`src/rtl/sev_seg_capture_if.sv`:
```
// Seven-segment bus monitor interface: the scanned
// display bus in, the reassembled frame and flags out.
interface sev_seg_capture_if;
   logic [7:0] sev_seg_leds;
   logic [3:0] led_enable;
   logic [3:0] num_1;
   logic [3:0] num_2;
   logic [3:0] num_3;
   logic [3:0] num_4;
   logic [3:0] dp;
   logic [3:0] digit_err;
   logic       frame_valid;
   logic       enable_err;

   modport master (
      output sev_seg_leds,
      output led_enable,
      input  num_1,
      input  num_2,
      input  num_3,
      input  num_4,
      input  dp,
      input  digit_err,
      input  frame_valid,
      input  enable_err
   );

   modport slave (
      input  sev_seg_leds,
      input  led_enable,
      output num_1,
      output num_2,
      output num_3,
      output num_4,
      output dp,
      output digit_err,
      output frame_valid,
      output enable_err
   );
endinterface

```
`src/rtl/sev_seg_capture.sv`:
```
// Multiplexed 4-digit seven-segment bus monitor: debounces
// each dwell, decodes glyphs and emits complete frames.
module sev_seg_capture #(
   parameter int STABLE_CYCLES = 1,
   parameter int TIMEOUT       = 1024
) (
   input  logic              clk,
   input  logic              reset,
   sev_seg_capture_if.slave  bus
);
   localparam int TW = $clog2(TIMEOUT + 1);
   localparam logic [7:0]    SC    = 8'(STABLE_CYCLES);
   localparam logic [TW-1:0] TMAX  = TW'(TIMEOUT);
   localparam logic [TW-1:0] TLAST = TW'(TIMEOUT - 1);

   logic [7:0]      seg_q, seg_last_q;
   logic [3:0]      en_q, en_last_q;
   logic [7:0]      cnt_q, cnt_d;
   logic [TW-1:0]   to_q, to_d;
   logic [3:0]      mask_q, mask_d;
   logic [3:0][3:0] shv_q, shv_d;
   logic [3:0]      shdp_q, shdp_d;
   logic [3:0]      sherr_q, sherr_d;
   logic [3:0][3:0] num_q;
   logic [3:0]      dp_q, derr_q;
   logic            fv_q, ee_q;

   logic       chg, strobe, legal, blank;
   logic       cap, eerr, tmo, frame;
   logic [1:0] idx;
   logic [3:0] val;
   logic       gerr;

   always_comb begin
      val  = 4'h0;
      gerr = 1'b0;
      unique case (seg_q[6:0])
         7'h40:   val = 4'h0;
         7'h79:   val = 4'h1;
         7'h24:   val = 4'h2;
         7'h30:   val = 4'h3;
         7'h19:   val = 4'h4;
         7'h12:   val = 4'h5;
         7'h02:   val = 4'h6;
         7'h78:   val = 4'h7;
         7'h00:   val = 4'h8;
         7'h10:   val = 4'h9;
         7'h08:   val = 4'hA;
         7'h03:   val = 4'hB;
         7'h46:   val = 4'hC;
         7'h21:   val = 4'hD;
         7'h06:   val = 4'hE;
         7'h0E:   val = 4'hF;
         default: gerr = 1'b1;
      endcase
   end

   always_comb begin
      legal = 1'b1;
      idx   = 2'd0;
      case (en_q)
         4'b1110: idx = 2'd0;
         4'b1101: idx = 2'd1;
         4'b1011: idx = 2'd2;
         4'b0111: idx = 2'd3;
         default: legal = 1'b0;
      endcase
   end

   always_comb begin
      chg = {seg_q, en_q} != {seg_last_q, en_last_q};
      if (chg)
         cnt_d = 8'd1;
      else if (cnt_q == SC)
         cnt_d = cnt_q;
      else
         cnt_d = cnt_q + 8'd1;
      // the counter parks at SC so a long dwell strobes once
      strobe = (cnt_d == SC) && (chg || cnt_q != SC);
      blank  = en_q == 4'hF;
      cap    = strobe && legal;
      eerr   = strobe && !legal && !blank;
      tmo    = !cap && (to_q >= TLAST);
      frame  = mask_q == 4'hF;

      if (cap)
         to_d = '0;
      else if (to_q == TMAX)
         to_d = to_q;
      else
         to_d = to_q + TW'(1);

      mask_d  = (frame || eerr || tmo) ? 4'h0 : mask_q;
      shv_d   = shv_q;
      shdp_d  = shdp_q;
      sherr_d = sherr_q;
      if (cap) begin
         mask_d[idx]  = 1'b1;
         shv_d[idx]   = val;
         shdp_d[idx]  = ~seg_q[7];
         sherr_d[idx] = gerr;
      end
   end

   // input stage resets to a blanked bus so it never
   // looks like an illegal enable after reset
   always_ff @(posedge clk or negedge reset) begin
      if (!reset) begin
         seg_q      <= 8'hFF;
         en_q       <= 4'hF;
         seg_last_q <= 8'hFF;
         en_last_q  <= 4'hF;
         cnt_q      <= '0;
         to_q       <= '0;
         mask_q     <= '0;
         shv_q      <= '0;
         shdp_q     <= '0;
         sherr_q    <= '0;
         num_q      <= '0;
         dp_q       <= '0;
         derr_q     <= '0;
         fv_q       <= 1'b0;
         ee_q       <= 1'b0;
      end else begin
         seg_q      <= bus.sev_seg_leds;
         en_q       <= bus.led_enable;
         seg_last_q <= seg_q;
         en_last_q  <= en_q;
         cnt_q      <= cnt_d;
         to_q       <= to_d;
         mask_q     <= mask_d;
         shv_q      <= shv_d;
         shdp_q     <= shdp_d;
         sherr_q    <= sherr_d;
         fv_q       <= frame;
         ee_q       <= eerr;
         if (frame) begin
            num_q  <= shv_q;
            dp_q   <= shdp_q;
            derr_q <= sherr_q;
         end
      end
   end

   assign bus.num_1       = num_q[0];
   assign bus.num_2       = num_q[1];
   assign bus.num_3       = num_q[2];
   assign bus.num_4       = num_q[3];
   assign bus.dp          = dp_q;
   assign bus.digit_err   = derr_q;
   assign bus.frame_valid = fv_q;
   assign bus.enable_err  = ee_q;
endmodule

```
`src/flat_wrapper.sv`:
```
// flat-port wrapper written by rule: the top's interface ports become plain ports
module sev_seg_capture_flat 
#(
   parameter int STABLE_CYCLES = 1,
   parameter int TIMEOUT       = 1024
)
  (clk, reset, bus_sev_seg_leds, bus_led_enable, bus_num_1, bus_num_2, bus_num_3, bus_num_4, bus_dp, bus_digit_err, bus_frame_valid, bus_enable_err);
  sev_seg_capture_if bus_i ();
  input  logic clk;
  input  logic reset;
  input wire logic [$bits(bus_i.sev_seg_leds)-1:0] bus_sev_seg_leds;
  input wire logic [$bits(bus_i.led_enable)-1:0] bus_led_enable;
  output wire logic [$bits(bus_i.num_1)-1:0] bus_num_1;
  output wire logic [$bits(bus_i.num_2)-1:0] bus_num_2;
  output wire logic [$bits(bus_i.num_3)-1:0] bus_num_3;
  output wire logic [$bits(bus_i.num_4)-1:0] bus_num_4;
  output wire logic [$bits(bus_i.dp)-1:0] bus_dp;
  output wire logic [$bits(bus_i.digit_err)-1:0] bus_digit_err;
  output wire logic [$bits(bus_i.frame_valid)-1:0] bus_frame_valid;
  output wire logic [$bits(bus_i.enable_err)-1:0] bus_enable_err;
  assign bus_i.sev_seg_leds = bus_sev_seg_leds;
  assign bus_i.led_enable = bus_led_enable;
  assign bus_num_1 = bus_i.num_1;
  assign bus_num_2 = bus_i.num_2;
  assign bus_num_3 = bus_i.num_3;
  assign bus_num_4 = bus_i.num_4;
  assign bus_dp = bus_i.dp;
  assign bus_digit_err = bus_i.digit_err;
  assign bus_frame_valid = bus_i.frame_valid;
  assign bus_enable_err = bus_i.enable_err;
  sev_seg_capture #(.STABLE_CYCLES(STABLE_CYCLES), .TIMEOUT(TIMEOUT)) u_core (.clk(clk), .reset(reset), .bus(bus_i));
endmodule
```
`config.mk`:
```
export PLATFORM = sky130hd
export DESIGN_NAME = sev_seg_capture_flat
export DESIGN_NICKNAME = d
export VERILOG_FILES = /design/src/rtl/sev_seg_capture_if.sv /design/src/rtl/sev_seg_capture.sv /design/src/flat_wrapper.sv
export SDC_FILE = /design/constraint.sdc
export NUM_CORES = 1
export LEC_CHECK = 0
export CORE_MARGIN = 2
export CORE_UTILIZATION = 55
export CTS_BUF_LIST = sky130_fd_sc_hd__clkbuf_4
export CTS_CLUSTER_SIZE = 16
export DETAILED_ROUTE_END_ITERATION = 12
export MAX_ROUTING_LAYER = met4
export PLACE_DENSITY = 0.79
export REMOVE_ABC_BUFFERS = 1
export SYNTH_ARGS = -nofsm -noshare
export SYNTH_HDL_FRONTEND = slang
export SYNTH_SLANG_ARGS = --single-unit
export TNS_END_PERCENT = 5
```
`constraint.sdc`:
```
create_clock -name clk -period 6.7 [get_ports clk]
set_input_delay 1.34 -clock clk [delete_from_list [all_inputs] [get_ports clk]]
set_output_delay 1.34 -clock clk [all_outputs]
set_load 0.02 [all_outputs]
```
==> impl_metrics.csv <==
group,metric,value,unit
setup_path,arrival,3.19,ns
cells_and_area,nets,447,
yosys,syn_inst,396,
yosys,ys_ff_latch,97,
yosys,synth_common_cells,"nand2_1, dfrtp_1, nor2_1, dfstp_2, xor2_1",
die,io_pins,40,
power,p_leak,2.26,nW
routing,drt-total-wl,7.60,mm
setup_path,worst_r2r_path_depth,7,
clock_network,cts-htree-levels,3,
yosys,yosysWarningCount,0,
yosys,synth_top_area_share,0.423,
clock_network,cts_resized,0,
power,switching_share,0.280,
yosys,synth_ff_type,"dfrtp_1",
clock_network,clock-sinks,97,
sta,max_slew_margin,0.396,
yosys,ys_types,52,
global_routing,grt_max_degree,56,
die,die_area,0.00858,sq mm
power,ir_worst_vdd,0.000147,V
yosys,synth_adder_area_share,0.0116,
placement,port_buffers,39,
global_routing,grt.busiest_layer,"met2",
setup_path,path_max_fanout,7,
yosys,synth_area_leaders,"dfrtp_1, dfstp_2, nand2_1, mux2_4, xor2_1",
setup_path,end_kind,"flop",
yosys,muxShareOfSynthArea,0.0727,
yosys,syn_area,0.00432,sq mm
routing,dr.pass1.iters,4,
clock_network,tritoncts,"done",
min_path,min_path_type,"reg2reg",
power,p_total,1.07,mW
global_routing,grt_remaining_overflow,0,
clock_network,clk_latency,0.45,ns
cells_and_area,layout-drive-gt1-share,0.166,
die,core,0.00765,sq mm
die,start_util,0.565,
global_routing,antenna_found_initial,0,
routing,ant_nets,0,
die,rows,32,
cells_and_area,fin_cells,536,
placement,hpwlAfterDp,5.29,mm
yosys,synth-compound-area-share,0.0701,
clock_network,cts_hold_buf,0,
yosys,async_reset_ff_frac,1.00,
yosys,synth-xor-area-share,0.0548,
sta,finalMaxSlewViolations,0,
clock_network,path_clk_slew,0.15,ns
placement,place_area,0.00477,sq mm
routing,vias,2960,
run_status,outcome,"complete, no violations",
yosys,ys_seq_area_frac,0.569,
cells_and_area,diodes,0,
min_path,holdPathStages,0,
global_routing,grt_pass1_wl,13.5,mm
yosys,synth.avg_cell_area,10.9,sq um
sta,period_minus_slack,2.86,ns
die,die_h,92.6,um
clock_network,cts_root_buffer,"clkbuf_4",
global_routing,track_usage,0.205,
yosys,synth_top_family_by_area,"simple AND/OR/NAND/NOR gates",
sta,min_period_over_period,0.426,
power,pwr-share-seq,0.626,
cells_and_area,regArea,0.00246,sq mm
power,combPwrFrac,0.095,
routing,drt_iter0_drc,114,
routing,drcViolationCount,0,
placement,dp_slack,3.90,ns
sta,rsz0062_at_grt,"no",
yosys,synth-edff-count,0,
clock_network,cts.path.max_buffers,2,
cells_and_area,post-route-cell-area,0.00490,sq mm
global_routing,grt_pass1_vias,2878,
job,maxCapViolCount,0,
global_routing,met2_usage,0.311,
sta,fin_ws,3.84,ns
setup_path,criticalPathCategory,"reg2reg",
global_routing,met3_usage,0.0391,
sta,worst_pin_slew,0.895,ns
power,p_sw,0.299,mW
sta,setup_viol,0,
sta,fin_setup_tns,0,ns
sta,fin_skew,0.0205,ns
clock_network,cts_made_buffers,9,
setup_path,cp.required,7.04,ns
cells_and_area,synthToLayoutAreaGrowth,13.5,%
cells_and_area,n_fill_cell,607,
routing,wire_per_inst,14.2,um
power,p_clk_frac,0.278,
placement,placed_cells,520,
yosys,yosysMostFrequentCell,"nand2_1",
cells_and_area,multi_input_area,0.00172,sq mm
routing,via_per_inst,5.52,
power,power.internal,0.767,mW
sta,max_clock_freq,350,MHz
clock_network,cts_setup_buffers,0,
sta,hold_viol,0,
die,dieWidth,92.6,um
power,power.density,217,mW/mm^2
yosys,synth_area_leader_cell,"dfrtp_1",
global_routing,use_met1,0.282,
setup_path,critPathLaunchType,"flop",
placement,gp_congestion,0.867,
yosys,yosys.area_share.simple,0.189,
layout make-up:
cell class,instances,share of cell area
sequential,97,0.501
timing repair buffer,42,0.0837
inverter,13,0.00995
tap,102,0.0260
clock buffer,9,0.0138
clock inverter,7,0.0143
multi-input combinational,266,0.351
cell usage in the layout (no fill, tap or decap), types with 4 or more instances in the layout:
cell	n
a21o_1	5
and3_1	6
xnor2_1	10
dfrtp_1	73
mux2_4	10
nand3_1	12
xor2_1	17
dfstp_2	24
clkdlybuf4s50_1	38
o21ai_0	6
nor4_1	5
ha_1	4
buf_4	4
mux2_2	11
nand4_1	9
a21oi_1	5
nor2_1	34
inv_1	13
nand2_1	78
clkbuf_4	9
nor3_1	6
mux2i_1	4
registers in the layout, summed over array words and instances, names as in the netlist, 8 cells and up:
signal	cells
u_core.seg_q	8
u_core.shv_q	16
u_core.cnt_q	8
u_core.seg_last_q	8
u_core.to_q	11
path summary, 6_finish.rpt:
kind                                                 end                 startpoint  slack, ns
hold reg to reg            u_core.en_last_q[2]$_DFF_PN1_   u_core.en_q[2]$_DFF_PN1_       0.44
setup reg to reg            u_core.shv_q[13]$_DFFE_PN0P_  u_core.cnt_q[0]$_DFF_PN0_       3.84
max in group asynchronous     u_core.to_q[6]$_DFFE_PN0P_                      reset       4.78
min in group asynchronous     u_core.to_q[1]$_DFFE_PN0P_                      reset       0.85
hold / removal             u_core.en_last_q[2]$_DFF_PN1_   u_core.en_q[2]$_DFF_PN1_       0.44
setup / recovery            u_core.shv_q[13]$_DFFE_PN0P_  u_core.cnt_q[0]$_DFF_PN0_       3.84
critical path, cell delays in order, from the launching register on:
cell and delay (ns):
dfrtp_1 0.49, ha_1 0.26, nand3_1 0.18, o21a_1 0.25
nor4_2 0.43, a41oi_2 0.25, nor4b_4 0.50, mux2_2 0.39
metrics by stage:
step | util | hold slack (ns)
after CTS | 0.641 | 0.437
after global placement | 0.623 | 0.414
after floorplan | - | 0.384
final | 0.641 | 0.442
after detailed placement | 0.623 | 0.415
after global routing | 0.641 | 0.454
per-layer routing:
layer	vias to the layer above	routed length [um]
met5	-	0
met4	0	124
met3	11	296
met2	64	3560
met1	1472	3620
li1	1413	-
power groups by stage:
| stage | clock [mW] | combinational, mW | sequential, mW |
|---|---|---|---|
| after global routing | 0.335 | 0.117 | 0.675 |
| after global placement | 0 | 0.100 | 0.676 |
| after CTS | 0.311 | 0.104 | 0.668 |
| after detailed placement | 0 | 0.103 | 0.678 |
| after floorplan | 0 | 0.0683 | 0.669 |
| final | 0.296 | 0.102 | 0.668 |
cell families (layout without fill, tap and decap cells):
group                    after synthesis  in the layout
AND/OR/NAND/NOR                      171            171
flip-flops                            97             97
AO/OA/AOI/OAI                         39             39
buffers and inverters                 33             71
XOR/XNOR                              27             27
multiplexers                          25             25
adder cells (fa/ha/maj)                4              4
(Power assumes the default switching activity.)
